## config.mk

```make
export PLATFORM = sky130hd
export DESIGN_NAME = matmul_tile_ctrl
export DESIGN_NICKNAME = d
export VERILOG_FILES = /design/src/rtl/matmul_tile_ctrl.sv
export SDC_FILE = /design/constraint.sdc
export NUM_CORES = 1
export LEC_CHECK = 0
export BUFFER_PORTS_ARGS = -buffer_cell sky130_fd_sc_hd__buf_4
export CAP_MARGIN = 20
export CORE_UTILIZATION = 47
export CTS_CLUSTER_DIAMETER = 40
export CTS_CLUSTER_SIZE = 30
export DETAILED_ROUTE_END_ITERATION = 6
export GPL_TIMING_DRIVEN = 0
export PLACE_DENSITY = 0.73
export SYNTH_ARGS = -nofsm -noshare
export SYNTH_HDL_FRONTEND = slang
export SYNTH_SLANG_ARGS = --single-unit
```

## constraint.sdc

```tcl
create_clock -name clk -period 3.1 [get_ports clk]
set_input_delay 0 -clock clk [delete_from_list [all_inputs] [get_ports clk]]
set_output_delay 0 -clock clk [all_outputs]
set_load 0.01 [all_outputs]
```

## src/rtl/matmul_tile_ctrl.sv

```systemverilog
// Control path for the MAC array: per output tile it clears the accumulators, runs a
// handshaked K reduction, flushes the MAC pipeline and hands the tile result downstream.
//
// state | meaning
// IDLE  | waiting for start; config is checked here
// CLEAR | one-cycle accumulator clear for the current tile
// RUN   | consuming operands, one accumulate per in_valid
// FLUSH | draining PIPE_LAT cycles of MAC pipeline
// EMIT  | presenting the tile result until out_ready
// DONE  | one-cycle completion pulse
module matmul_tile_ctrl #(
  parameter int MAX_K     = 16,
  parameter int MAX_TILES = 8,
  parameter int PIPE_LAT  = 2,
  localparam int KW = $clog2(MAX_K + 1),
  localparam int TW = $clog2(MAX_TILES + 1),
  localparam int FW = $clog2(PIPE_LAT + 1)
) (
  input  logic          clk,
  input  logic          rst_n,
  input  logic          start,
  input  logic [KW-1:0] cfg_k,
  input  logic [TW-1:0] cfg_tiles,
  input  logic          abort,
  input  logic          in_valid,
  output logic          in_ready,
  output logic          en,
  output logic          clear,
  output logic [KW-1:0] k,
  output logic [TW-1:0] tile,
  output logic          out_valid,
  input  logic          out_ready,
  output logic          busy,
  output logic          done,
  output logic          cfg_err
);

  // A zero-latency build still needs a one-bit counter to keep widths legal.
  localparam int FW_C = (FW < 1) ? 1 : FW;
  localparam logic [FW_C-1:0] FLUSH_LAST = FW_C'((PIPE_LAT > 0) ? PIPE_LAT - 1 : 0);

  typedef enum logic [2:0] {
    S_IDLE  = 3'd0,
    S_CLEAR = 3'd1,
    S_RUN   = 3'd2,
    S_FLUSH = 3'd3,
    S_EMIT  = 3'd4,
    S_DONE  = 3'd5
  } state_t;

  state_t          state_q, state_d;
  logic [KW-1:0]   k_q, k_d;
  logic [TW-1:0]   tile_q, tile_d;
  logic [FW_C-1:0] flush_q, flush_d;
  logic [KW-1:0]   cfg_k_q, cfg_k_d;
  logic [TW-1:0]   cfg_tiles_q, cfg_tiles_d;
  logic            cfg_err_q, cfg_err_d;
  logic            cfg_ok;

  assign cfg_ok = (cfg_k != '0) && (cfg_k <= KW'(MAX_K)) &&
                  (cfg_tiles != '0) && (cfg_tiles <= TW'(MAX_TILES));

  always_ff @(posedge clk) begin
    if (!rst_n) begin
      state_q     <= S_IDLE;
      k_q         <= '0;
      tile_q      <= '0;
      flush_q     <= '0;
      cfg_k_q     <= '0;
      cfg_tiles_q <= '0;
      cfg_err_q   <= 1'b0;
    end else begin
      state_q     <= state_d;
      k_q         <= k_d;
      tile_q      <= tile_d;
      flush_q     <= flush_d;
      cfg_k_q     <= cfg_k_d;
      cfg_tiles_q <= cfg_tiles_d;
      cfg_err_q   <= cfg_err_d;
    end
  end

  always_comb begin
    state_d     = state_q;
    k_d         = k_q;
    tile_d      = tile_q;
    flush_d     = flush_q;
    cfg_k_d     = cfg_k_q;
    cfg_tiles_d = cfg_tiles_q;
    cfg_err_d   = cfg_err_q;

    case (state_q)
      S_IDLE: begin
        // abort in IDLE swallows a same-cycle start, including its config check
        if (start && !abort) begin
          if (cfg_ok) begin
            cfg_k_d     = cfg_k;
            cfg_tiles_d = cfg_tiles;
            cfg_err_d   = 1'b0;
            tile_d      = '0;
            k_d         = '0;
            state_d     = S_CLEAR;
          end else begin
            cfg_err_d = 1'b1;
          end
        end
      end
      S_CLEAR: begin
        k_d     = '0;
        state_d = S_RUN;
      end
      S_RUN: begin
        if (in_valid) begin
          if (k_q == cfg_k_q - 1'b1) begin
            k_d     = '0;
            flush_d = '0;
            state_d = (PIPE_LAT == 0) ? S_EMIT : S_FLUSH;
          end else begin
            k_d = k_q + 1'b1;
          end
        end
      end
      S_FLUSH: begin
        if (flush_q == FLUSH_LAST) begin
          flush_d = '0;
          state_d = S_EMIT;
        end else begin
          flush_d = flush_q + 1'b1;
        end
      end
      S_EMIT: begin
        if (out_ready) begin
          if (tile_q == cfg_tiles_q - 1'b1) begin
            state_d = S_DONE;
          end else begin
            tile_d  = tile_q + 1'b1;
            state_d = S_CLEAR;
          end
        end
      end
      S_DONE:  state_d = S_IDLE;
      default: state_d = S_IDLE;
    endcase

    // abort overrides every transition above, including the EMIT handshake
    if (abort && (state_q != S_IDLE)) begin
      state_d = S_IDLE;
      k_d     = '0;
      tile_d  = '0;
      flush_d = '0;
    end
  end

  assign in_ready  = (state_q == S_RUN);
  assign en        = (state_q == S_RUN) && in_valid;
  assign clear     = (state_q == S_CLEAR);
  assign k         = k_q;
  assign tile      = tile_q;
  assign out_valid = (state_q == S_EMIT);
  assign busy      = (state_q != S_IDLE);
  assign done      = (state_q == S_DONE);
  assign cfg_err   = cfg_err_q;

endmodule

```

==> metrics.txt <==
status completed; area delta synth->final 27.2%; final antenna-violating net count 0; Mapped Nets about 190; Hold Crit Class in -> reg; minimum clock period 2.22 ns; Critical R2R Capture k[2]; Tot GR Track Use a little over a fifth; setup bufs post-CTS 0; CTS Sinks 24; Power Total 0.000743 W; initial antenna violation count 0; non-filler cells in the finished layout 255; Hold Crit Start in_valid; Mapped Avg Cell Area 9.26 um2; PwrDens 376 nW/um2; setup TNS 0 ns; Max Cap Violations 0; IO Count 31; Max rail drop VDD ~0.00032 V; fillers 296; Max Transition Viols Final 0; Mapped Area around 1600 um2; Worst EP arrival about 2.4 ns; chip height around 60 um; Final Hold Vio Count 0; die area roughly 3500 um2; htree depth 1; Synth Instances about 170; FMAX 451 MHz; setup repair after global routing missed its margin no; most frequent cells in the layout buf_4, dfxtp_1, nand2_1, mux2i_1; Worst slew margin a little over half; total number of vias 1407; Worst Tran Pin Value 0.691 ns; Cell Rows 20; Yosys cell types 50; TritonRoute pass-1 iters 4; worst clock skew 0.00701 ns; via density per instance 5.52; leakage 0.799 nW; FF/Latch Area 480 um2; Synth Warn # 0; Core ar. 3100 um2; initial core utilization about half; hold slack 0.0215 ns; Root Driver clkbuf_4; combined area of the multi-input logic cells 997 um2; sequential share of the synthesized area a little under a third; PortBufs 30; post-cts sizing count 0; number of cells on the worst reg-to-reg path 7; CP endpoint kind register; CP Data Required Time 3.32 ns; CTS buffer count 3; clk buf depth 2; final wirelength approximately 3700 um; vias in the first global route 1356; #FFs+latches synth 24; r2r setup slk 0.88 ns; first-pass GRT wire length 5900 um; share of layout cells above drive strength 1 23.2%; Hold Path Sink flush_q[1]; CP Max Fanout 9; final period utilization 71.5%; Residual DRC 0; final net count 231; fin util 63.7%; diodes inserted 0; Critical Path Source Type register; GP Congestion 0.887; Setup-failing EPs final 0; DPL Wire Length 2790 um; Post-Place Cells 242; First DRT Iteration DRCs 71; largest net degree at the start of global routing 15; classification of the worst setup path reg -> reg; commonest non-fill, non-tap cell in the layout buf_4; worst reg2reg path startpoint cfg_k_q[0]; width of the die 59.5 um; worst hold path depth 3; clk slew on worst S/H paths 0.14 ns; overflow left after global routing 0; CTS tree built; wire per inst around 14 um; worst skew pair latency 0.32 ns
worst max path at each step:
stage | slack [ns] | end | cells after the start | from
floorplan | 1.17 | k[2] | 7 | cfg_k_q[0]
global placement | 1.02 | k[2] | 7 | cfg_k_q[0]
detailed placement | 0.91 | k[2] | 7 | cfg_k_q[0]
CTS | 0.88 | k[2] | 7 | cfg_k_q[0]
global route | 0.76 | k[2] | 7 | cfg_k_q[0]
finish | 0.88 | k[2] | 7 | cfg_k_q[0]
metal layers:
layer / GRT usage, % / vias up / part of all wire [%]
li1: - / 704 / -
met1: 27.0 / 662 / 45
met2: 39.3 / 39 / 50
met3: 3.93 / 2 / 4.4
met4: 3.65 / 0 / 0.52
met5: 0 / - / 0
worst max-delay path: stages, from the launching register on:
cell	delay, ns
dfxtp_1	0.44
inv_1	0.07
ha_1	0.22
xnor2_1	0.14
xnor2_1	0.18
o41ai_4	0.59
nor3_1	0.14
a311o_1	0.33
cell type report:
type | count | share of cell area, %
Clock inverter | 1 | 1.52
Inverter | 6 | 1.14
Sequential cell | 24 | 24.3
Clock buffer | 3 | 1.14
Tap cell | 44 | 2.78
Multi-Input combinational cell | 131 | 50.4
Timing Repair Buffer | 39 | 15.9
Buffer | 7 | 2.78
cell families after synthesis:
kind of cell / synth area share [%]
and+or+nand+nor: 26.1
AOI/OAI and AO/OA: 19.6
DFF: 30.9
xor gates and xnor gates: 8.77
buffers and inverters: 4.99
muxes: 6.44
adders and majority gates: 3.22
state kept, by name, indices dropped and copies added (netlist names):
name         count
cfg_err          1
cfg_k_q          5
cfg_tiles_q      4
flush_q          2
k                5
state_q          3
tile             4
Yosys cell counts (all sizes together):
library cell | number | share of area [%]
or3 | 5 | 2.2
and2 | 2 | 0.80
nand2 | 12 | 2.9
nor3 | 5 | 1.9
o41ai | 1 | 1.8
nor4 | 4 | 2.4
a21boi | 3 | 1.7
o211a | 1 | 0.64
nand2b | 5 | 2.0
a21o | 1 | 0.48
a41oi | 1 | 0.56
a31oi | 2 | 0.80
o31a | 2 | 1.1
nand3 | 8 | 2.6
ha | 4 | 3.2
o31ai | 3 | 1.4
nor2b | 9 | 3.6
and3b | 1 | 0.56
a211oi | 2 | 0.97
xnor2 | 9 | 5.1
xnor3 | 1 | 1.4
nor3b | 5 | 3.1
a221oi | 3 | 2.1
nor2 | 4 | 0.97
inv | 6 | 1.4
a2bb2oi | 2 | 1.1
a21oi | 7 | 2.3
o21ai | 7 | 2.3
or4 | 3 | 1.4
nand3b | 1 | 0.48
dfxtp | 24 | 31
xor2 | 4 | 2.3
mux2i | 10 | 6.4
o311ai | 1 | 1.7
a311o | 1 | 0.64
nor4b | 1 | 0.56
buf | 3 | 1.3
or3b | 1 | 0.56
clkbuf | 4 | 2.3
what timing repair did:
action | 4_1_cts | 5_1_grt
setup endpoints to repair | 0 | 0
hold endpoints to repair | 9 | 0
hold buffers | 9 | 0
metrics by stage:
stage,worst slack (ns),cell area (um2)
6_report,0.885,1980
5_1_grt,0.762,1980
4_1_cts,0.881,1980
3_5_place_dp,0.908,1840
3_3_place_gp,1.02,1840
2_1_floorplan,1.17,1560
where the power goes:
group	internal [W]	switching (W)
Clock	0.000131	0.0000994
Combinational	0.0000876	0.0000952
Sequential	0.000318	0.0000118
Total	0.000537	0.000206
(Power assumes the default switching activity.)
